### src/rtl/cpu_scoreboard.sv
// Register scoreboard / interlock: per-register pending-write counters, RAW stall,
// optional same-cycle writeback forwarding enabled by macro CPU_SCOREBOARD_FORWARD_EN.
module cpu_scoreboard #(
  parameter int NREGS  = 16,
  parameter int IDX_W  = 4,
  parameter int DATA_W = 32,
  parameter int PEND_W = 2
) (
  input  logic                    clk_i,
  input  logic                    rst_i,
  input  logic                    issue_valid_i,
  input  logic                    issue_we_i,
  input  logic [IDX_W-1:0]        issue_widx_i,
  input  logic [1:0]              rd_en_i,
  input  logic [IDX_W-1:0]        rd_idx1_i,
  input  logic [IDX_W-1:0]        rd_idx2_i,
  input  logic                    wb_valid_i,
  input  logic [IDX_W-1:0]        wb_idx_i,
  input  logic [DATA_W-1:0]       wb_data_i,
  input  logic                    flush_i,
  output logic                    stall_o,
  output logic [NREGS-1:0]        busy_o,
  output logic [IDX_W+PEND_W-1:0] outstanding_o,
  output logic [1:0]              fwd_valid_o,
  output logic [DATA_W-1:0]       fwd_data1_o,
  output logic [DATA_W-1:0]       fwd_data2_o,
  output logic                    underflow_o
);

  localparam int IDX_SPACE = 2 ** IDX_W;
  localparam int OUT_W     = IDX_W + PEND_W;
  localparam logic [PEND_W-1:0] CNT_MAX = '1;
  localparam logic [PEND_W-1:0] CNT_ONE = PEND_W'(1);

  logic [PEND_W-1:0]    cnt_q    [NREGS];
  logic [PEND_W-1:0]    cnt_d    [NREGS];
  logic [PEND_W-1:0]    cnt_view [IDX_SPACE];
  logic [IDX_SPACE-1:0] reg_ok;
  logic [NREGS-1:0]     inc_v;
  logic [NREGS-1:0]     dec_v;
  logic [NREGS-1:0]     busy_d;
  logic [OUT_W-1:0]     out_d;
  logic [NREGS-1:0]     busy_q;
  logic [OUT_W-1:0]     out_q;
  logic                 underflow_q;

  logic [PEND_W-1:0] cnt_a;
  logic [PEND_W-1:0] cnt_b;
  logic              hit1;
  logic              hit2;
  logic              fwd1;
  logic              fwd2;
  logic              sat;
  logic              accept;
  logic              wb_hit;
  logic              underflow_set;

  // Full index space view: indices beyond NREGS read as never pending.
  for (genvar g = 0; g < IDX_SPACE; g++) begin : g_view
    if (g < NREGS) begin : g_real
      assign cnt_view[g] = cnt_q[g];
      assign reg_ok[g]   = 1'b1;
    end else begin : g_pad
      assign cnt_view[g] = '0;
      assign reg_ok[g]   = 1'b0;
    end
  end

  assign cnt_a = cnt_view[rd_idx1_i];
  assign cnt_b = cnt_view[rd_idx2_i];
  assign hit1  = rd_en_i[0] & (cnt_a != '0);
  assign hit2  = rd_en_i[1] & (cnt_b != '0);
  assign sat   = issue_valid_i & issue_we_i & (cnt_view[issue_widx_i] == CNT_MAX);

`ifdef CPU_SCOREBOARD_FORWARD_EN
  // Only the last outstanding write may be bypassed; older writes still stall.
  assign fwd1        = hit1 & wb_valid_i & (wb_idx_i == rd_idx1_i) & (cnt_a == CNT_ONE);
  assign fwd2        = hit2 & wb_valid_i & (wb_idx_i == rd_idx2_i) & (cnt_b == CNT_ONE);
  assign fwd_data1_o = fwd1 ? wb_data_i : '0;
  assign fwd_data2_o = fwd2 ? wb_data_i : '0;
`else
  logic unused_wb_data;
  assign unused_wb_data = ^wb_data_i;
  assign fwd1           = 1'b0;
  assign fwd2           = 1'b0;
  assign fwd_data1_o    = '0;
  assign fwd_data2_o    = '0;
`endif

  assign fwd_valid_o = {fwd2, fwd1};

  // Issue handshake: an instruction transfers when issue_valid_i is high and
  // stall_o is low (stall_o is the inverted ready); flush_i squashes the transfer.
  assign stall_o = (hit1 & ~fwd1) | (hit2 & ~fwd2) | sat;
  assign accept  = issue_valid_i & ~stall_o & ~flush_i;

  assign wb_hit        = wb_valid_i & reg_ok[wb_idx_i] & ~flush_i;
  assign underflow_set = wb_hit & (cnt_view[wb_idx_i] == '0);

  always_comb begin
    inc_v  = '0;
    dec_v  = '0;
    busy_d = '0;
    out_d  = '0;
    for (int r = 0; r < NREGS; r++) begin
      inc_v[r] = accept & issue_we_i & (issue_widx_i == IDX_W'(r));
      dec_v[r] = wb_hit & (wb_idx_i == IDX_W'(r)) & (cnt_q[r] != '0);
      if (flush_i) begin
        cnt_d[r] = '0;
      end else begin
        cnt_d[r] = cnt_q[r] + PEND_W'(inc_v[r]) - PEND_W'(dec_v[r]);
      end
      busy_d[r] = (cnt_d[r] != '0);
      out_d     = out_d + OUT_W'(cnt_d[r]);
    end
  end

  always_ff @(posedge clk_i or negedge rst_i) begin
    if (!rst_i) begin
      for (int r = 0; r < NREGS; r++) begin
        cnt_q[r] <= '0;
      end
      busy_q      <= '0;
      out_q       <= '0;
      underflow_q <= 1'b0;
    end else begin
      for (int r = 0; r < NREGS; r++) begin
        cnt_q[r] <= cnt_d[r];
      end
      busy_q <= busy_d;
      out_q  <= out_d;
      if (underflow_set) begin
        underflow_q <= 1'b1;
      end
    end
  end

  assign busy_o        = busy_q;
  assign outstanding_o = out_q;
  assign underflow_o   = underflow_q;

endmodule

### config.mk
export PLATFORM = sky130hd
export DESIGN_NAME = cpu_scoreboard
export DESIGN_NICKNAME = d
export VERILOG_FILES = /design/src/rtl/cpu_scoreboard.sv
export SDC_FILE = /design/constraint.sdc
export NUM_CORES = 1
export LEC_CHECK = 0
export CELL_PAD_IN_SITES_DETAIL_PLACEMENT = 0
export CELL_PAD_IN_SITES_GLOBAL_PLACEMENT = 2
export CORE_ASPECT_RATIO = 1.25
export CORE_UTILIZATION = 27
export CTS_CLUSTER_DIAMETER = 30
export DETAILED_ROUTE_END_ITERATION = 10
export GPL_TIMING_DRIVEN = 0
export PLACE_DENSITY = 0.75
export SLEW_MARGIN = 20
export SYNTH_ARGS = -nofsm -noshare
export SYNTH_HDL_FRONTEND = slang
export SYNTH_SLANG_ARGS = --single-unit
### constraint.sdc
create_clock -name clk_i -period 6.5 [get_ports clk_i]
set_input_delay 1.3 -clock clk_i [delete_from_list [all_inputs] [get_ports clk_i]]
set_output_delay 1.3 -clock clk_i [all_outputs]
set_load 0.01 [all_outputs]
After elaboration in Yosys (flattened, before gate mapping) --
Memory sizes are Yosys's and may differ from the RTL's. Index checks and enable logic that the tools add are counted.
Word-level totals: register bits 55, memory bits (read-only) 16, bits of input ports 56, output and inout port bits 90, word-level logic and storage cells 235, memories 1
Operators by class: $add $sub $neg 47, magnitude comparators 5, eq/ne operators 31, muxes and demuxes 29, bitwise logic cells 66, reductions and logical operators 37
Memory list:
- (name not given) | words 16, width 1, read ports 1, clocked after memory_dff 0, write ports 0, line 97 | assign wb_hit = wb_valid_i & reg_ok[wb_idx_i] & ~flush_i;
Operators by type and width (number):
- nonzero test 2 bit | 34
- adder 6 x 2 -> 6 bit | 11
- equality test 4 bit (second input constant) | 16
- AND 1 bit | 58
- two-way mux 2 bit | 24
- adder 2 x 1 -> 2 bit | 16
- binary-select mux 2 bit (select 4 bit) | 4
- equality test 4 x 3 -> 1 bit (second input constant) | 8
- subtractor 2 x 1 -> 2 bit | 16
- >= comparator 5 bit (second input constant) | 4
- NOT 4 -> 5 bit | 4
- equality test 4 x 2 -> 1 bit (second input constant) | 4
- equality test 4 x 1 -> 1 bit (second input constant) | 2
- logical NOT 4 bit | 2
- adder 5 x 2 -> 6 bit | 1
- adder 4 x 2 -> 5 bit | 1
- less-than comparator 4 x 5 -> 1 bit (second input constant) | 1
- adder 3 x 2 -> 4 bit | 1
- adder 2 x 2 -> 3 bit | 1
- equality test 2 bit (second input constant) | 1
- logical NOT 2 bit | 1
- NOT 1 bit | 2
- OR 1 bit | 2
- two-way mux 1 bit | 1

Depth between registers and ports, before layout --
word-level depth 31, depth in mapped cells 27, gate-level depth less buffers 24

Worst setup path before layout --
No wires, ideal clock.
kind input to register, start point in issue_widx_i[0], end point reg out_q[5], in the netlist outstanding_o[5], library setup time 0.066 ns, arrival time 7.185 ns, data required time 6.434 ns, slack -0.751 ns, cell stages on the path 26, buffers on the path 2, cell sequence buf_6 -> mux4_2 -> and2_4 -> a211oi_2 -> a21oi_2 -> a211oi_4 -> buf_6 -> nand3_1 -> ha_1 -> inv_1 -> ha_1 -> xnor2_1 -> xnor2_1 -> nand2b_1 -> fa_1 -> fa_1 -> inv_1 -> fa_1 -> fa_1 -> fa_1 -> ha_1 -> inv_1 -> fa_1 -> nor2b_1 -> o21ai_0 -> nand2b_1
On the way: longest elaborated chain between the ends 30, elaborated cells on any way between the ends 106, those cells by class 47 x add/sub; 16 x eq/ne; 19 x mux; 23 x bitwise; 1 x reduce/logical
RTL lines:
- start, declared | line 13 | input logic [IDX_W-1:0] issue_widx_i,
- NOT 4 -> 5 bit (not written as such) | line 73 | assign sat = issue_valid_i & issue_we_i & (cnt_view[issue_widx_i] == CNT_MAX);
- binary-select mux 2 bit (select 4 bit) | line 73
- two-way mux 2 bit (not written as such) (2 in series) | line 73
- equality test 2 bit | line 73
- AND 1 bit | line 73
- OR 1 bit | line 94 | assign stall_o = (hit1 & ~fwd1) | (hit2 & ~fwd2) | sat;
- NOT 1 bit | line 95 | assign accept = issue_valid_i & ~stall_o & ~flush_i;
- AND 1 bit (2 in series) | line 95
- [4 not listed]
- two-way mux 2 bit | line 108 | if (flush_i) begin
- adder 2 x 2 -> 3 bit | line 114 | out_d = out_d + OUT_W'(cnt_d[r]);
- adder 3 x 2 -> 4 bit | line 114
- adder 4 x 2 -> 5 bit | line 114
- adder 5 x 2 -> 6 bit | line 114
- adder 6 x 2 -> 6 bit (10 in series) | line 114
- adder 6 x 2 -> 6 bit * | line 114
- named net out_d[5] | line 42 | logic [OUT_W-1:0] out_d;
- end signal, assigned | line 131 | out_q <= out_d;
- end, declared | line 44 | logic [OUT_W-1:0] out_q;
The timed path passes the listed nets; every way through them passes the cells marked *. The select of a mux whose other input is x is not followed. A chain may end at the register's enable or synchronous reset.

Final worst setup path --
Ends and elaborated chain as after synthesis.

==> results.cfg <==
[floorplan]
io_pins = 146
coreArea_sq_um = 17600
die_h_microns = 153
initial_core_util_pct = 27.9
dieArea_sq_um = 18700
fp-row-count = 54
die_x_microns = 123

[grt]
grt_util_all_layers_pct = 14.1
grt_pass1_wl_microns = 19800
grt_pass1_vias = 3547
grt_overflow = 0
grt_max_degree = 29
antenna_found_initial = 0

[detailed_routing]
met3_length_microns = 432
top_layer = met4
drc_errors = 0
wl_per_cell_microns = 15.3
drt_iter0_drc = 116
dr.pass1.iters = 4
num_vias = 3470
routed_wl_microns = 12700
vias_per_cell = 4.17
met1_length_microns = 5100
ant_nets = 0
dr_wl_met2_microns = 6990

[outcome]
outcome = finished, violations left
violations = negative setup slack

[clock_tree]
cts_buffer_depth = 2
clock-sinks = 55
cts_tree = yes
cts-root-buf = clkbuf_16
htreeDepth = 2
cts_hold_buf = 0
insertion_delay_ps = 300
clk_pin_slew_ps = 80
cts_made_buffers = 5

[sta]
post-route-min-period_ps = 7050
slew_violations = 0
fin_skew_ps = 10.0
tightest_slew_ps = 758
period_share_pct = 109
hold_violations = 0
setup_viol_count_final = 4
max_freq_mhz = 142
slew_headroom_pct = 49.1
rsz0062_at_grt = true
fin_ws_ps = -555

[place]
portBuffers = 42
globalplace.congestion = 0.842
dp_cells = 816
dpl_cell_area_sq_um = 5920
hpwl_microns = 10500

[power]
ir_drop_uv = 89.8
power.leakage_nw = 3.29
power_density_nw_per_um2 = 124

[finish]
multiInputGateArea_sq_um = 3080
final_cell_area_sq_um = 6240
seq_area_sq_um = 1380
fillers = 1793
final_cell_mix = 74 x buf_4, 70 x inv_1, 66 x conb_1
final_common_cell = buf_4
final_util_pct = 35.4
finalNonFillerCells = 832
layout-drive-gt1-share_pct = 24.2
area_growth_pct = 27.0
insertedDiodeCount = 0
num-nets-final = 729

[synthesis]
synth.cell_area_sq_um = 4910
async_flop_share_pct = 100
synth-edff-count = 0
synth_area_leaders = dfrtp_1 28%, fa_1 11%, ha_1 10%
synthFlopType = dfrtp_1
synth_top_cell_by_area = dfrtp_1
ys_seq_area_share_pct = 28.0
ys_seq_elements = 55
yosysWarnings = 0
yosysUniqueCellTypes = 46
syn_inst = 484
synth_top_area_share_pct = 28.0
synth.avg_cell_area_sq_um = 10.2

[worst_setup_path]
cp-start-kind = input pin
cp_data_arrival_time_ps = 7300
r2r-end = outstanding_o[5]$_DFF_PN0_
cp-end-kind = flop
reg2reg_depth = 26
rrSetupSlack_ps = 10
r2r-start = cnt_q[30]$_DFF_PN0_
worst-setup-path-type = in -> reg
cp_max_fo = 10
cp.required_ps = 6740

[worst_hold_path]
holdPathStages = 1
hp-class = reg -> reg
min_from = underflow_o$_DFFE_PN0P_
hold_end = underflow_o$_DFFE_PN0P_

[job]
cap_viol_max_count = 0
## through the flow
stage          hold slack [ps]  setup TNS (ps)  setup WS [ps]  power [W]
2_1_floorplan              493           -2040           -535   0.000440
3_3_place_gp               438           -5880          -1310   0.000482
3_5_place_dp               465           -6090          -1410   0.000484
4_1_cts                    480           -2370           -637   0.000781
5_1_grt                    496           -2970           -778   0.000806
6_report                   474           -1910           -555   0.000773
## layer usage
metal / up-vias / global-route usage, %
met5: - / 0
met4: 0 / 4.30
met3: 9 / 1.27
met2: 95 / 26.2
met1: 1679 / 16.8
li1: 1687 / -
## layout make-up
| cell class | instances | share of cell area, % |
|---|---|---|
| Multi-Input combinational cell | 345 | 49.3 |
| Sequential cell | 55 | 22.1 |
| Inverter | 72 | 4.33 |
| Clock inverter | 2 | 0.261 |
| Clock buffer | 6 | 2.23 |
| Timing Repair Buffer | 51 | 7.92 |
| Buffer | 77 | 9.40 |
| Tap cell | 224 | 4.49 |
## synth_stat cells (2+ instances only)
library cell / n
buf_6: 3
nor2b_1: 12
nand4_1: 4
a21oi_1: 3
nor4_1: 4
fa_1: 26
buf_4: 66
mux4_1: 3
nand2_1: 13
o21ai_0: 3
nor2_1: 25
xnor2_1: 32
clkbuf_1: 7
or2_2: 6
xor2_1: 4
nand3_1: 15
ha_1: 40
inv_1: 71
nand3b_1: 2
nand2b_1: 28
a21o_1: 2
nor3_1: 18
mux2i_1: 6
dfrtp_1: 55
mux4_2: 15
## worst max-delay path by stage
stage / startpoint / to / slack (ps) / depth (start not counted)
floorplan: issue_widx_i[0] / outstanding_o[4]$_DFF_PN0_ / -540 / 26
global placement: rd_idx2_i[0] / outstanding_o[4]$_DFF_PN0_ / -1310 / 25
detailed placement: rd_idx2_i[3] / outstanding_o[5]$_DFF_PN0_ / -1410 / 25
CTS: issue_widx_i[0] / outstanding_o[5]$_DFF_PN0_ / -640 / 26
global route: issue_widx_i[0] / outstanding_o[5]$_DFF_PN0_ / -780 / 26
finish: issue_widx_i[0] / outstanding_o[5]$_DFF_PN0_ / -550 / 27
## power by group
group          internal (W)  switching [W]
Sequential         0.000344     0.00000132
Combinational     0.0000653      0.0000719
Clock              0.000155       0.000136
Total              0.000564       0.000209
## cell families after synthesis
logic type,share of synthesized area (%)
buf+inv,17.1
other cells,0.0763
flops,28.0
mux,9.93
xor+xnor,6.42
compound gates,3.26
fa+ha+maj,20.8
simple gates,14.4
## worst max-delay path: stages
cell and delay (ps):
buf_12 110, mux4_2 490, and2_4 150, a211oi_2 180, a21oi_2 70, a211oi_4 250
buf_12 160, buf_8 130, nand3_1 80, ha_1 320, inv_1 60, ha_2 180
xnor2_2 110, xnor2_1 130, nand2b_1 120, fa_1 490, inv_1 60, fa_2 610
fa_2 450, fa_1 490, fa_1 530, ha_4 140, inv_2 30, fa_2 350
nor2b_2 150, o21ai_2 70, nand2b_1 80
## sequential cells by signal, indices dropped and copies added (netlist names)
signal         flops
cnt_q             32
underflow_o        1
outstanding_o      6
busy_o            16
## timing repair
| item | 4_1_cts | 5_1_grt |
|---|---|---|
| pin swaps | 11 | 15 |
| setup buffers | 4 | 4 |
| setup endpoints to repair | 5 | 5 |
| resized for setup | 23 | 15 |
(Power assumes the default switching activity.)
